File: src/rtl/adder_bist_pkg.sv
// Shared types and helpers for the adder BIST sequencer.
// Vector count depends on ADDER_BIST_CIN_SWEEP_EN (cin swept as vector LSB when defined).
package adder_bist_pkg;

    typedef enum logic [1:0] {
        S_IDLE  = 2'd0,
        S_RUN   = 2'd1,
        S_DRAIN = 2'd2,
        S_DONE  = 2'd3
    } state_e;

    // Field layout of a vector word {a, b, cin}; a sits above b.
    localparam int unsigned VEC_CIN_BIT = 0;
    localparam int unsigned VEC_B_LSB   = 1;

    function automatic int unsigned vec_a_lsb(input int unsigned width);
        return width + 1;
    endfunction

    function automatic int unsigned vec_count(input int unsigned width);
`ifdef ADDER_BIST_CIN_SWEEP_EN
        return 32'd1 << (2 * width + 1);
`else
        return 32'd1 << (2 * width);
`endif
    endfunction

endpackage

File: src/rtl/adder_ref_model.sv
// Combinational golden adder: res_o = {cout, sum} = a + b + cin, full WIDTH+1 bits.
module adder_ref_model #(
    parameter int unsigned WIDTH = 2
) (
    input  logic [WIDTH-1:0] a_i,
    input  logic [WIDTH-1:0] b_i,
    input  logic             cin_i,
    output logic [WIDTH:0]   res_o
);

    always_comb begin
        res_o = {1'b0, a_i} + {1'b0, b_i} + {{WIDTH{1'b0}}, cin_i};
    end

endmodule

File: src/rtl/adder_bist.sv
// Built-in sweep/check sequencer for a combinational adder under test.
// Define ADDER_BIST_CIN_SWEEP_EN to also sweep cin (vector LSB); otherwise cin stays 0.
module adder_bist
    import adder_bist_pkg::*;
#(
    parameter int unsigned WIDTH     = 2,
    parameter int unsigned ERR_CNT_W = 8
) (
    input  logic                 clk,
    input  logic                 rst,
    input  logic                 start,
    output logic                 busy,
    output logic                 done,
    output logic                 pass,
    output logic [WIDTH-1:0]     a,
    output logic [WIDTH-1:0]     b,
    output logic                 cin,
    input  logic [WIDTH-1:0]     sum,
    input  logic                 cout,
    output logic [ERR_CNT_W-1:0] err_cnt,
    output logic                 first_fail_valid,
    output logic [2*WIDTH:0]     first_fail_vec
);

    localparam int unsigned VW    = 2 * WIDTH + 1;
    localparam int unsigned N     = vec_count(WIDTH);
    localparam int unsigned A_LSB = vec_a_lsb(WIDTH);
`ifdef ADDER_BIST_CIN_SWEEP_EN
    localparam int unsigned STEP  = 1;
`else
    localparam int unsigned STEP  = 2;
`endif
    // The vector register is the {a,b,cin} word itself; without cin sweep it advances by 2.
    localparam logic [VW-1:0] STEP_VEC = VW'(STEP);
    localparam logic [VW-1:0] LAST_VEC = VW'((N - 1) * STEP);

    state_e               state_q;
    logic [VW-1:0]        vec_q;
    logic [VW-1:0]        vec_d;
    logic                 busy_q;
    logic                 done_q;
    logic                 pass_q;
    logic [ERR_CNT_W-1:0] err_q;
    logic [ERR_CNT_W-1:0] err_d;
    logic                 ffv_q;
    logic [VW-1:0]        ffvec_q;
    logic [WIDTH:0]       exp_res;
    logic                 mismatch;
    logic                 comparing;

    adder_ref_model #(
        .WIDTH(WIDTH)
    ) u_ref (
        .a_i   (vec_q[A_LSB +: WIDTH]),
        .b_i   (vec_q[VEC_B_LSB +: WIDTH]),
        .cin_i (vec_q[VEC_CIN_BIT]),
        .res_o (exp_res)
    );

    always_comb begin
        vec_d     = vec_q + STEP_VEC;
        comparing = (state_q == S_RUN) || (state_q == S_DRAIN);
        mismatch  = ({cout, sum} != exp_res);
        err_d     = (err_q == '1) ? err_q : err_q + 1'b1;
    end

    always_ff @(posedge clk or posedge rst) begin
        if (rst) begin
            state_q <= S_IDLE;
            vec_q   <= '0;
            busy_q  <= 1'b0;
            done_q  <= 1'b0;
            pass_q  <= 1'b0;
            err_q   <= '0;
            ffv_q   <= 1'b0;
            ffvec_q <= '0;
        end else begin
            done_q <= 1'b0;

            // The response on sum/cout belongs to the vector currently held in vec_q.
            if (comparing && mismatch) begin
                err_q <= err_d;
                if (!ffv_q) begin
                    ffv_q   <= 1'b1;
                    ffvec_q <= vec_q;
                end
            end

            case (state_q)
                S_IDLE: begin
                    if (start) begin
                        state_q <= S_RUN;
                        busy_q  <= 1'b1;
                        vec_q   <= '0;
                        err_q   <= '0;
                        ffv_q   <= 1'b0;
                        ffvec_q <= '0;
                    end
                end
                S_RUN: begin
                    vec_q <= vec_d;
                    if (vec_d == LAST_VEC) begin
                        state_q <= S_DRAIN;
                    end
                end
                S_DRAIN: begin
                    pass_q  <= !mismatch && (err_q == '0);
                    vec_q   <= '0;
                    busy_q  <= 1'b0;
                    done_q  <= 1'b1;
                    state_q <= S_DONE;
                end
                S_DONE: begin
                    state_q <= S_IDLE;
                end
                default: begin
                    state_q <= S_IDLE;
                end
            endcase
        end
    end

    assign busy             = busy_q;
    assign done             = done_q;
    assign pass             = pass_q;
    assign a                = vec_q[A_LSB +: WIDTH];
    assign b                = vec_q[VEC_B_LSB +: WIDTH];
    assign cin              = vec_q[VEC_CIN_BIT];
    assign err_cnt          = err_q;
    assign first_fail_valid = ffv_q;
    assign first_fail_vec   = ffvec_q;

endmodule

File: config.mk
export PLATFORM = sky130hd
export DESIGN_NAME = adder_bist
export DESIGN_NICKNAME = d
export VERILOG_FILES = /design/src/rtl/adder_bist_pkg.sv /design/src/rtl/adder_ref_model.sv /design/src/rtl/adder_bist.sv
export SDC_FILE = /design/constraint.sdc
export NUM_CORES = 1
export LEC_CHECK = 0
export ABC_AREA = 1
export BUFFER_PORTS_ARGS = -buffer_cell sky130_fd_sc_hd__buf_2
export CORE_MARGIN = 2
export CORE_UTILIZATION = 45
export DETAILED_ROUTE_END_ITERATION = 8
export GPL_ROUTABILITY_DRIVEN = 0
export PLACE_DENSITY_LB_ADDON = 0.3
export SKIP_CTS_REPAIR_TIMING = 1
export SYNTH_ARGS = -nofsm -noshare
export SYNTH_HDL_FRONTEND = slang
export SYNTH_SLANG_ARGS = --single-unit
File: constraint.sdc
create_clock -name clk -period 2.2 [get_ports clk]
set_clock_uncertainty 0.05 [all_clocks]
set_input_delay 0.44 -clock clk [delete_from_list [all_inputs] [get_ports clk]]
set_output_delay 0.44 -clock clk [all_outputs]
set_load 0.02 [all_outputs]
==> results.cfg, run 1 <==
[yosys]
ys.flop_type = dfrtp_1
synth_edf_count = 0
ys_ff_latch = 23
synth_cells = 186
async_flop_share_pct = 100
ys_types = 25
yosysSeqAreaShare_pct = 40.6
yosysWarnings = 0
synth_nets = 201
synth_area_um2 = 1420
synth_area_per_cell_um2 = 7.61

[cts]
path_clk_slew_ps = 130
cts_made_buffers = 3
cts_buffer_depth = 2
cts_tree = yes
ctsHtreeMaxLevel = 1
cts_sinks = 23
clk_latency_ps = 320
cts_root_buffer = clkbuf_4

[setup_path]
endpoint_kind = flop
critPathBufInv = 3
rr_worst_depth = 11
path_max_fanout = 8
crit_family = adder cells
path_class = reg2reg
crit_arrival_ps = 2170
slowest_stage = dfrtp_1
worstSetupPathDepth = 11
crit_path_start_kind = flop
crit_chain = ha_1, inv_1, fa_1, inv_1, nand2_1, nand2_1, nand3_4, nand2_4, inv_2, o21ai_1, nor2_1
timing.rr.start = vec_q[3]$_DFFE_PP0P_
crit_end = err_cnt[7]$_DFF_PP0_
reg2reg_slack_ps = 200
critPathMaxStageDelay_ps = 460
required_ps = 2380
cp-startpoint = vec_q[3]$_DFFE_PP0P_
r2r-end = err_cnt[7]$_DFF_PP0_

[power_and_ir_drop]
peakVddDrop_mv = 0.738
total_power_mw = 2.07
cellLeakagePower_nw = 0.949
p_per_area_nw_per_um2 = 1270

[placed_design]
portBuffers = 26
hpwlAfterDp_um = 2190

[sta]
slew_viol_final = 0
timing.hold.ws_ps = 80.2
rsz0062_at_grt = no
finalHoldViolCount = 0
fin_setup_tns_ps = 0
setup_violations = 0
min_period_ps = 2000
fin_crit_sh_pct = 90.7
max_freq_ghz = 0.501

[die]
die_w_um = 60.1
initial_core_util_pct = 46.8
die-height_um = 60.1
dieArea_um2 = 3610
rows = 20
io_pins = 28
fp.coreArea_um2 = 3030

[run]
drv_cap = 0

[global_route]
grt_overflow = 0
grt_max_degree = 24
grt_pass1_vias = 1077
grt_first_pass_wirelength_um = 4850
track_usage_pct = 18.2
antenna_found_initial = 0

[route]
wl_met1_um = 1430
wl_met2_um = 1310
drtIter0Drc = 33
vias = 1199
first_pass_iters = 4
wire_per_inst_um = 11.1
wl_met3_um = 116
finalWirelength_um = 2880
drc = 0
top_layer_used = met4
drtAntennaViolNets = 0
viasPerCell = 4.61

[finish]
drive_above_1_share_pct = 20.4
fill_cells = 299
nets = 232
fin_util_pct = 53.8
antenna_cells = 0
syn_to_final_growth_pct = 15.0

[hold_path]
hp-class = in2async

[run_status]
status = completed
==> tightest hold or removal path, delay by kind of cell <==
| kind | cells | cell delay [ps] |
|---|---|---|
| buf+inv | 3 | 420 |
==> sequential cells by signal, indices dropped and copies added, names as in the netlist <==
register,cells
pass,1
vec_q,4
err_cnt,8
busy,1
first_fail_vec,5
state_q,2
done,1
first_fail_valid,1
==> cells in the final DEF, fill, tap and decap left out <==
cell | Yosys | layout
a21oi_1 | 5 | 5
buf_2 | 0 | 26
buf_4 | 1 | 1
clkbuf_4 | 0 | 3
clkinv_1 | 1 | 1
clkinv_2 | 0 | 1
conb_1 | 1 | 1
dfrtp_1 | 23 | 23
fa_1 | 1 | 1
ha_1 | 8 | 8
inv_1 | 33 | 33
inv_2 | 1 | 1
nand2_1 | 50 | 50
nand2_2 | 2 | 2
nand2_4 | 1 | 1
nand3_1 | 12 | 12
nand3_2 | 2 | 2
nand3_4 | 2 | 2
nand4_1 | 4 | 4
nor2_1 | 19 | 19
nor2_2 | 4 | 4
nor2_4 | 1 | 1
o21ai_0 | 4 | 4
o21ai_1 | 4 | 4
o21bai_1 | 1 | 1
o22ai_1 | 2 | 2
o31ai_1 | 1 | 1
xor2_1 | 3 | 3
==> cell usage after synthesis (2+ instances only) <==
cell type,n,share of area (%)
o21ai_0,4,1.4
o21ai_1,4,1.4
nand3_4,2,2.5
nor2_2,4,1.8
dfrtp_1,23,41
nand3_1,12,4.2
nand3_2,2,1.4
nand2_1,50,13
xor2_1,3,1.9
nor2_1,19,5.0
nand4_1,4,1.8
nand2_2,2,0.88
inv_1,33,8.7
ha_1,8,7.1
a21oi_1,5,1.8
o22ai_1,2,0.88
==> power by group <==
group | switching [mW] | internal [mW] | total [mW]
Combinational | 0.775 | 0.390 | 1.17
Clock | 0.132 | 0.0681 | 0.200
Sequential | 0.141 | 0.568 | 0.708
==> how the worst min path moves through the flow <==
stage | start | to | cells past startpoint | slack, ps
after floorplan | rst | busy$_DFFE_PP0P_ | 1 | 390
after global placement | first_fail_vec[0]$_DFF_PP0_ | first_fail_vec[0]$_DFF_PP0_ | 2 | 430
after detailed placement | pass$_DFFE_PP0P_ | pass$_DFFE_PP0P_ | 2 | 430
after CTS | rst | first_fail_vec[2]$_DFF_PP0_ | 3 | 80
after global routing | rst | first_fail_valid$_DFF_PP0_ | 3 | 100
final | rst | first_fail_vec[2]$_DFF_PP0_ | 3 | 80
==> metal layers <==
layer	vias up	track usage, %
met5	-	0
met4	0	5.40
met3	2	4.98
met2	21	27.6
met1	536	25.2
li1	640	-
==> through the flow <==
stage | worst slack (ps) | area [um2] | instances
2_1_floorplan | 241 | 1420 | 186
3_3_place_gp | 245 | 1600 | 256
3_5_place_dp | 213 | 1600 | 256
4_1_cts | 196 | 1630 | 260
5_1_grt | 78.8 | 1630 | 260
6_report | 204 | 1630 | 260
==> area by class of cell <==
class	instances	area [um2]	area share [%]
multi-input combinational	127	702	43.1
sequential	23	576	35.3
timing repair buffer	27	138	8.45
inverter	35	131	8.06
tap	44	55.1	3.38
clock buffer	3	22.5	1.38
clock inverter	1	5.00	0.307
==> kinds of logic (layout without fill, tap and decap cells) <==
logic type	Yosys count	in the layout	share of synthesized area [%]
AO/OA/AOI/OAI	17	17	6.54
flip-flops	23	23	40.6
adder cells (fa/ha/maj)	9	9	8.48
AND/OR/NAND/NOR	97	97	32.4
XOR/XNOR	3	3	1.86
other	1	1	0.265
buffers and inverters	36	66	9.81
Note: power is estimated with default switching activity, not from simulation.
==> inputs of run 2 (changes only) <==
--- a/config.mk
+++ b/config.mk
@@ -11,6 +11,7 @@
 export CORE_UTILIZATION = 45
 export DETAILED_ROUTE_END_ITERATION = 8
 export GPL_ROUTABILITY_DRIVEN = 0
+export HOLD_SLACK_MARGIN = 0.12
 export PLACE_DENSITY_LB_ADDON = 0.3
 export SKIP_CTS_REPAIR_TIMING = 1
 export SYNTH_ARGS = -nofsm -noshare
==> constraint.sdc (replaced) <==
create_clock -name clk -period 2.45 [get_ports clk]
set_clock_uncertainty 0.05 [all_clocks]
set_input_delay 0.49 -clock clk [delete_from_list [all_inputs] [get_ports clk]]
set_output_delay 0.49 -clock clk [all_outputs]
set_load 0.02 [all_outputs]
==> results.cfg, run 2 (synthesis results as in run 1) <==
[finish]
drive_above_1_share_pct = 19.9
nets = 232
stdcell_count = 260
syn_to_final_growth_pct = 14.9
final_cell_mix = nand2_1 (50), inv_1 (33), buf_2 (26)
fill_cells = 304
final_area_um2 = 1630
antenna_cells = 0
largest_register_ffs = 8
final_common_cell = nand2_1

[global_route]
grt_overflow = 0
track_usage_pct = 17.1
grt_pass1_vias = 1010
grt_first_pass_wirelength_um = 4650
antenna_found_initial = 0
grt_max_degree = 24

[setup_path]
critPathMaxStageDelay_ps = 460
required_ps = 2620
reg2reg_slack_ps = 470
crit_family = adder cells
path_class = reg2reg
r2r-end = err_cnt[7]$_DFF_PP0_
rr_worst_depth = 11
path_max_fanout = 8
crit_chain = ha_1, inv_1, fa_1, inv_1, nand2_1, nand2_1, nand3_4, nand2_4, inv_2, o21ai_1, nor2_1
cp-startpoint = vec_q[3]$_DFFE_PP0P_
slowest_stage = dfrtp_1
critPathBufInv = 3
endpoint_kind = flop
crit_arrival_ps = 2150
crit_path_start_kind = flop
timing.rr.start = vec_q[3]$_DFFE_PP0P_

[sta]
fin_setup_tns_ps = 0
fin_crit_sh_pct = 80.8
min_period_ps = 1980
max_freq_ghz = 0.505
setup_ws_ps = 469
finalHoldViolCount = 0
setup_violations = 0
slew_viol_final = 0
timing.hold.ws_ps = 138
rsz0062_at_grt = no

[cts]
cts_root_buffer = clkbuf_4
cts_buffer_depth = 2
cts_made_buffers = 3
clk_latency_ps = 310
ctsHtreeMaxLevel = 1
cts_tree = yes
path_clk_slew_ps = 120
cts_sinks = 23

[route]
finalWirelength_um = 2800
wire_per_inst_um = 10.8
drc = 0
first_pass_iters = 4
drtIter0Drc = 41
viasPerCell = 4.68
vias = 1216
drtAntennaViolNets = 0

[power_and_ir_drop]
cellLeakagePower_nw = 0.946
p_per_area_nw_per_um2 = 1140
peakVddDrop_mv = 0.668

[die]
die_w_um = 60.1
initial_core_util_pct = 46.8
die-height_um = 60.1
dieArea_um2 = 3610
rows = 20
io_pins = 28
fp.coreArea_um2 = 3030

[hold_path]
hp-class = in2async

[placed_design]
portBuffers = 26
placed_cells = 256
dpl-instance-area_um2 = 1600
place_ws_ps = 487
hpwlAfterDp_um = 2130

[run]
drv_cap = 0

[run_status]
status = completed
[run 2: per-stage QoR]
step           total power [mW]  util (%)
6_report                   1.86      53.8
5_1_grt                    2.04      53.8
4_1_cts                    1.87      53.8
3_5_place_dp               1.69      52.9
3_3_place_gp               1.68      52.9
2_1_floorplan              1.42         -
[run 2: worst max path at each step]
stage / end / slack, ps / cells after the start
final: err_cnt[7]$_DFF_PP0_ / 470 / 11
after global routing: err_cnt[6]$_DFF_PP0_ / 270 / 11
after CTS: err_cnt[7]$_DFF_PP0_ / 460 / 11
after detailed placement: err_cnt[7]$_DFF_PP0_ / 490 / 11
after global placement: err_cnt[7]$_DFF_PP0_ / 510 / 11
after floorplan: err_cnt[7]$_DFF_PP0_ / 490 / 11
[run 2: tightest hold or removal path: cells and delay by family]
| family | cells | cell delay, ps |
|---|---|---|
| buffers and inverters | 3 | 410 |
[run 2: where the power goes]
part	internal (mW)	switching (mW)	total, mW
Sequential	0.510	0.127	0.636
Clock	0.0638	0.113	0.177
Combinational	0.351	0.696	1.05
Total	0.924	0.935	1.86
[run 2: per-layer routing]
| metal | track usage [%] | vias up | share of wire [%] |
|---|---|---|---|
| met4 | 2.86 | 0 | 0.47 |
| met3 | 4.55 | 2 | 3.6 |
| li1 | - | 632 | - |
| met5 | 0 | - | 0 |
| met2 | 25.3 | 22 | 44 |
| met1 | 25.3 | 560 | 52 |
[run 2: area by class of cell]
cell class                      instances  area (um2)  share of cell area [%]
Multi-Input combinational cell        127         702                    43.1
Sequential cell                        23         576                    35.4
Timing Repair Buffer                   27         138                    8.46
Inverter                               35         131                    8.07
Tap cell                               44        55.1                    3.38
Clock buffer                            4        26.3                    1.61
